`config.mk`:
```
export PLATFORM = sky130hd
export DESIGN_NAME = envelope_avg
export DESIGN_NICKNAME = d
export VERILOG_FILES = /design/src/rtl/envelope_avg.sv
export SDC_FILE = /design/constraint.sdc
export NUM_CORES = 1
export LEC_CHECK = 0
export ABC_AREA = 1
export CAP_MARGIN = 20
export CORE_ASPECT_RATIO = 2
export CORE_UTILIZATION = 60
export CTS_BUF_LIST = sky130_fd_sc_hd__clkbuf_16
export DETAILED_ROUTE_END_ITERATION = 7
export DONT_BUFFER_PORTS = 1
export GPL_ROUTABILITY_DRIVEN = 0
export PLACE_DENSITY = 0.76
export SYNTH_ARGS = -nofsm -noshare
export SYNTH_HDL_FRONTEND = slang
export SYNTH_SLANG_ARGS = --single-unit
```
`constraint.sdc`:
```
create_clock -name clk -period 3.8 [get_ports clk]
set_input_delay 0.38 -clock clk [delete_from_list [all_inputs] [get_ports clk]]
set_output_delay 0.38 -clock clk [all_outputs]
set_load 0.005 [all_outputs]
```
`src/rtl/envelope_avg.sv`:
```
// Moving-average envelope filter: running sum over a power-of-two circular window.
// Optional macro ENVELOPE_AVG_DECIM_EN emits one block average per window instead of a sliding one.
module envelope_avg #(
  parameter int unsigned DATA_W = 12,
  parameter int unsigned LOG2_N = 4
) (
  input  logic              clk,
  input  logic              rst,
  input  logic              clear,
  input  logic              in_valid,
  input  logic [DATA_W-1:0] in_data,
  output logic              out_valid,
  output logic [DATA_W-1:0] out_data,
  output logic              filled
);

  localparam int unsigned N     = 1 << LOG2_N;
  localparam int unsigned SUM_W = DATA_W + LOG2_N;
  localparam logic [LOG2_N-1:0] LAST = '1;

  typedef enum logic {StFill, StRun} state_e;

  state_e             state_q;
  logic [DATA_W-1:0]  sample_q [N];
  logic [SUM_W-1:0]   sum_q;
  logic [LOG2_N-1:0]  wr_ptr_q;
  logic [LOG2_N-1:0]  fill_cnt_q;

  logic [SUM_W-1:0]   sum_d;
  logic [DATA_W-1:0]  avg;
  logic               phase_hit;
  logic               strobe;

`ifdef ENVELOPE_AVG_DECIM_EN
  logic [LOG2_N-1:0]  phase_q;

  always_ff @(posedge clk or negedge rst) begin
    if (!rst) begin
      phase_q <= '0;
    end else if (clear) begin
      phase_q <= '0;
    end else if (in_valid) begin
      phase_q <= phase_q + 1'b1;
    end
  end

  // Only the sample that completes a window produces a block average.
  assign phase_hit = (phase_q == LAST);
`else
  assign phase_hit = 1'b1;
`endif

  always_comb begin
    sum_d  = sum_q + SUM_W'(in_data) - SUM_W'(sample_q[wr_ptr_q]);
    avg    = sum_d[SUM_W-1:LOG2_N];
    // The Nth fill sample already yields a valid average.
    strobe = ((state_q == StRun) || (fill_cnt_q == LAST)) && phase_hit;
  end

  always_ff @(posedge clk or negedge rst) begin
    if (!rst) begin
      for (int unsigned i = 0; i < N; i++) sample_q[i] <= '0;
      sum_q      <= '0;
      wr_ptr_q   <= '0;
      fill_cnt_q <= '0;
      state_q    <= StFill;
      out_valid  <= 1'b0;
      out_data   <= '0;
      filled     <= 1'b0;
    end else if (clear) begin
      for (int unsigned i = 0; i < N; i++) sample_q[i] <= '0;
      sum_q      <= '0;
      wr_ptr_q   <= '0;
      fill_cnt_q <= '0;
      state_q    <= StFill;
      out_valid  <= 1'b0;
      filled     <= 1'b0;
    end else begin
      out_valid <= 1'b0;
      if (in_valid) begin
        sample_q[wr_ptr_q] <= in_data;
        sum_q              <= sum_d;
        wr_ptr_q           <= wr_ptr_q + 1'b1;
        if (state_q == StFill) begin
          fill_cnt_q <= fill_cnt_q + 1'b1;
          if (fill_cnt_q == LAST) begin
            state_q <= StRun;
            filled  <= 1'b1;
          end
        end
        if (strobe) begin
          out_valid <= 1'b1;
          out_data  <= avg;
        end
      end
    end
  end

endmodule

```
-- Word-level counts from Yosys, hierarchy flattened
Cells that the tools add are included.
- flip-flop bits (word level): 231
- input bits: 16
- word-level logic and storage cells: 66
- $add $sub $neg: 4
- magnitude comparators: 2
- equal/unequal tests: 2
- mux-type cells: 26
- bitwise operators: 2
- reductions and logical operators: 7
- operators by type and width (cell ; count):
    $mux 192 ; 2
    $bwmux 192 ; 1
    $bmux 12 s4 ; 1
    $demux 12 s4 ; 1
    $mux 12 ; 3
    $mux 16 ; 2
    $mux 4 ; 5
    $add 16x12->16 ; 1
    $sub 16x12->16 ; 1
    $mux 1 ; 11
    $add 4x1->4 const B ; 2
    $reduce_and 3->1 ; 2
    $ge 5x5->1 const B ; 1
    $lt 5x1->1 const B ; 1
    $not 4->5 ; 1
    $eq 4x4->1 const B ; 1
    $reduce_bool 2->1 ; 2
    $ne 2x2->1 const B ; 1
    $reduce_and 2->1 ; 1
    $logic_and 1x1->1 ; 1
    $logic_or 1x1->1 ; 1
    $not 1->1 ; 1

-- Logic depth before layout (Yosys ltp)
- word-level depth: 8
- mapped depth: 22
- gate-level depth less buffers: 19

-- Worst setup path before layout
OpenSTA, ideal clock, no wires.
- path kind: register to register
- from: reg wr_ptr_q[0]
- to: reg sum_q[7]
- library setup time: 132 ps
- data arrival time: 2999 ps
- slack: 669 ps
- cell stages (with the launch flop): 19
- cells stage by stage: dfrtp_1 > buf_2 > inv_2 > buf_2 > buf_2 > a21oi_1 > o21ai_0 > nand2_1 > nand2_1 > nand4_1 > fa_1 > inv_1 > ha_1 > or2_2 > nand3_1 > nand2_1 > or2_2 > nand3_1 > o21ai_0
- longest elaborated chain between the ends: 7
- RTL lines (what ; line ; text):
    start: declaration ; 26 ; logic [LOG2_N-1:0] wr_ptr_q;
    start signal: assignment ; 83 ; wr_ptr_q <= wr_ptr_q + 1'b1;
    $not 4->5 (implied by the code) ; 54 ; sum_d = sum_q + SUM_W'(in_data) - SUM_W'(sample_q[wr_ptr_q]);
    $bmux 12 s4 ; 54 ;
    $mux 12 (implied by the code) (2 in series) ; 54 ;
    $sub 16x12->16 ; 54 ;
    $mux 16 ; 80 ; if (in_valid) begin
    $mux 16 ; 70 ; end else if (clear) begin
    end signal: assignment ; 82 ; sum_q <= sum_d;
    end: declaration ; 25 ; logic [SUM_W-1:0] sum_q;
Every way passes these cells. The select of a mux whose other input is x is not followed.
A chain may end at the register's enable or synchronous reset.

-- Final worst setup path
- from: reg wr_ptr_q[1]
- to: reg out_data[4]
- longest elaborated chain between the ends: 5
- RTL lines (what ; line ; text):
    $not 4->5 (implied by the code) ; 54 ;
    $bmux 12 s4 ; 54 ;
    $mux 12 (implied by the code) (2 in series) ; 54 ;
    $sub 16x12->16 ; 54 ;
    end signal: assignment ; 93 ; out_data <= avg;
    end: declaration ; 13 ; output logic [DATA_W-1:0] out_data,
Every way passes these cells. The select of a mux whose other input is x is not followed.

==> out/metrics.yaml <==
route:
  routed_via_density: 6.19
  drtPass1Iterations: 5
  drt_iter0_markers: 1027
  drc_errors: 0
  ant_nets: 0
  wl_um: 35800
  wire_per_inst_um: 21.4
  num_vias: 10362
grt:
  grtUsageMet3_pct: 5.88
  grt_use_met1_pct: 41.8
  overflow: 0
  grt_pass1_vias: 10411
  grt_max_degree: 232
  met2_usage_pct: 63.3
  antenna_found_initial: 0
  grt_usage_pct: 37.3
  grt-busiest-layer: "met2"
  grt_pass1_wl_um: 55700
worst_setup_path:
  path_class: "flop to flop"
  crit_arrival_ns: 4.08
  start_kind: "flop"
  end_kind: "flop"
  required_ns: 4.20
  worst-path-max-fanout: 33
place:
  dp.final_hpwl_um: 24700
  post_dp_cell_area_um2: 11900
  dpl.cell_count: 1638
  io_buffers: 0
layout:
  layout.nets: 1456
  final_common_cell: "nand2_1"
  final_cell_mix: "nand2_1 (259), dfrtp_1 (229), inv_1 (221)"
  diodes: 0
  stdcell_count: 1675
  final_util_pct: 65.9
  drive_above_1_share_pct: 4.44
  design_area_um2: 12500
  syn2layout_area_growth_pct: 6.67
clock_tree:
  cts_setup_buffers: 0
  cts.clk_slew.worst_paths_ns: 0.07
  cts.sinks: 231
  cts_tree: "yes"
  cts_inserted_buffers: 21
  clock_latency_ns: 0.52
  hold_buffers: 1
  post_cts_resized: 0
  clockRootBuffer: "clkbuf_16"
  cts_buffer_depth: 3
  h-tree-depth: 1
floorplan:
  core_um2: 18900
  row_count: 71
  start_util_pct: 61.8
  die_y_um: 199
  die-area_um2: 20100
  die_width_um: 101
  ios: 30
logic_synthesis:
  synth_area_per_cell_um2: 8.07
  yosys_register_bits: 231
  synth.distinct_cells: 26
  syn_inst: 1448
  yosysSeqAreaShare_pct: 49.5
  synth_nets: 1497
  yosysWarnings: 0
  netlist_area_um2: 11700
sta:
  setup_tns_ns: 0
  max-slew-margin-rel_pct: 31.9
  rsz0062_at_grt: "no"
  max_freq_mhz: 271
  fin_worst_skew_ns: 0.00839
  tightest_slew_ns: 1.02
  drv_slew: 0
  hold_viol: 231
  setup_viol: 0
  finalCriticalPeriod_ns: 3.68
  holdWs_ns: -0.447
  min_period_over_period_pct: 97.0
run:
  cap_viol_max_count: 0
worst_hold_path:
  min_path_type: "input pin to asynchronous set/reset pin"
power:
  vdd_ir_drop_max_mv: 0.517
  p_leak_nw: 5.90
  p_per_area_nw_per_um2: 527
status:
  outcome: "finished with violations"
  violations: "hold timing"
[per-layer routing]
metal  wire (µm)  vias to the layer above
met3        2330                      162
met1       12600                     4952
li1            -                     4724
met4        2800                        0
met2       18100                      524
met5           0                        -
[critical path, stage by stage, from the launching register on]
cell	delay, ns
dfrtp_2	0.44
inv_2	0.22
buf_12	0.24
a21oi_1	0.07
o21ai_1	0.12
nand2_1	0.11
nand2_1	0.08
nand4_1	0.29
fa_1	0.59
inv_1	0.04
ha_1	0.35
nand2_1	0.13
nor2_1	0.30
nand2_1	0.13
nand3_1	0.10
nand2_1	0.07
nand3_1	0.19
nand2_1	0.08
[logic make-up (layout without fill, tap and decap cells)]
kind of cell / Yosys count / count (layout) / synth area share (%)
adder cells (fa/ha/maj): 33 / 33 / 4.30
AO/OA/AOI/OAI: 417 / 417 / 18.9
buffers and inverters: 309 / 281 / 10.3
flip-flops: 231 / 231 / 49.5
XOR/XNOR: 2 / 2 / 0.150
AND/OR/NAND/NOR: 456 / 456 / 16.9
[where the power goes]
group / switching (mW) / total, mW / internal [mW]
sequential: 0.0713 / 2.64 / 2.56
combinational: 1.36 / 2.00 / 0.645
clock: 0.932 / 1.93 / 0.999
[state kept, by name, summed over array words and instances (netlist names)]
register    cells
state_q         1
fill_cnt_q      4
wr_ptr_q        4
out_valid       1
sum_q          16
out_data       12
filled          1
sample_q      192
[worst paths after layout]
path / from / to / slack (ns) / cells past startpoint
min in group clk: in_valid / wr_ptr_q[3] / 0.06 / 2
setup reg to reg: wr_ptr_q[1] / out_data[4] / 0.12 / 17
hold / removal: rst / sample_q[8] / -0.45 / 0
hold reg to reg: sum_q[10] / sum_q[10] / 0.49 / 2
max in group asynchronous: rst / wr_ptr_q[0] / 3.99 / 0
setup / recovery: wr_ptr_q[1] / out_data[4] / 0.12 / 17
[metrics by stage]
step	total power, mW	hold slack [ns]	setup slack [ns]
after floorplan	4.07	0.0844	0.669
after global placement	4.57	0.0921	0.286
after detailed placement	4.61	0.0934	0.249
after CTS	6.53	-0.444	0.237
after global routing	6.85	-0.454	0.00426
final	6.57	-0.447	0.116
[cell usage after synthesis]
cell | count | area [µm²]
clkinv_1 | 2 | 7.51
or2_2 | 4 | 25.0
buf_2 | 25 | 125
nand2_1 | 259 | 972
nand3b_1 | 3 | 22.5
xnor2_1 | 1 | 8.76
inv_2 | 6 | 22.5
fa_1 | 12 | 240
buf_4 | 3 | 22.5
a21oi_1 | 108 | 541
nor2_1 | 30 | 113
clkbuf_1 | 43 | 161
o22ai_1 | 100 | 626
nor2_2 | 5 | 31.3
ha_1 | 21 | 263
o21ai_1 | 38 | 190
buf_1 | 13 | 48.8
dfrtp_1 | 231 | 5780
nand3_1 | 133 | 666
o21ai_0 | 171 | 856
nor2_4 | 2 | 22.5
and2_1 | 1 | 6.26
xor2_1 | 1 | 8.76
inv_1 | 217 | 815
nor3_1 | 3 | 15.0
nand4_1 | 16 | 100
[cell type report]
cell class | instances | area [µm²]
timing repair buffer | 20 | 228
tap | 255 | 319
clock buffer | 21 | 526
multi-input combinational | 908 | 4710
inverter | 225 | 846
clock inverter | 15 | 61.3
fill | 1653 | 6450
sequential | 231 | 5780
Note: power is estimated with default switching activity, not from simulation.
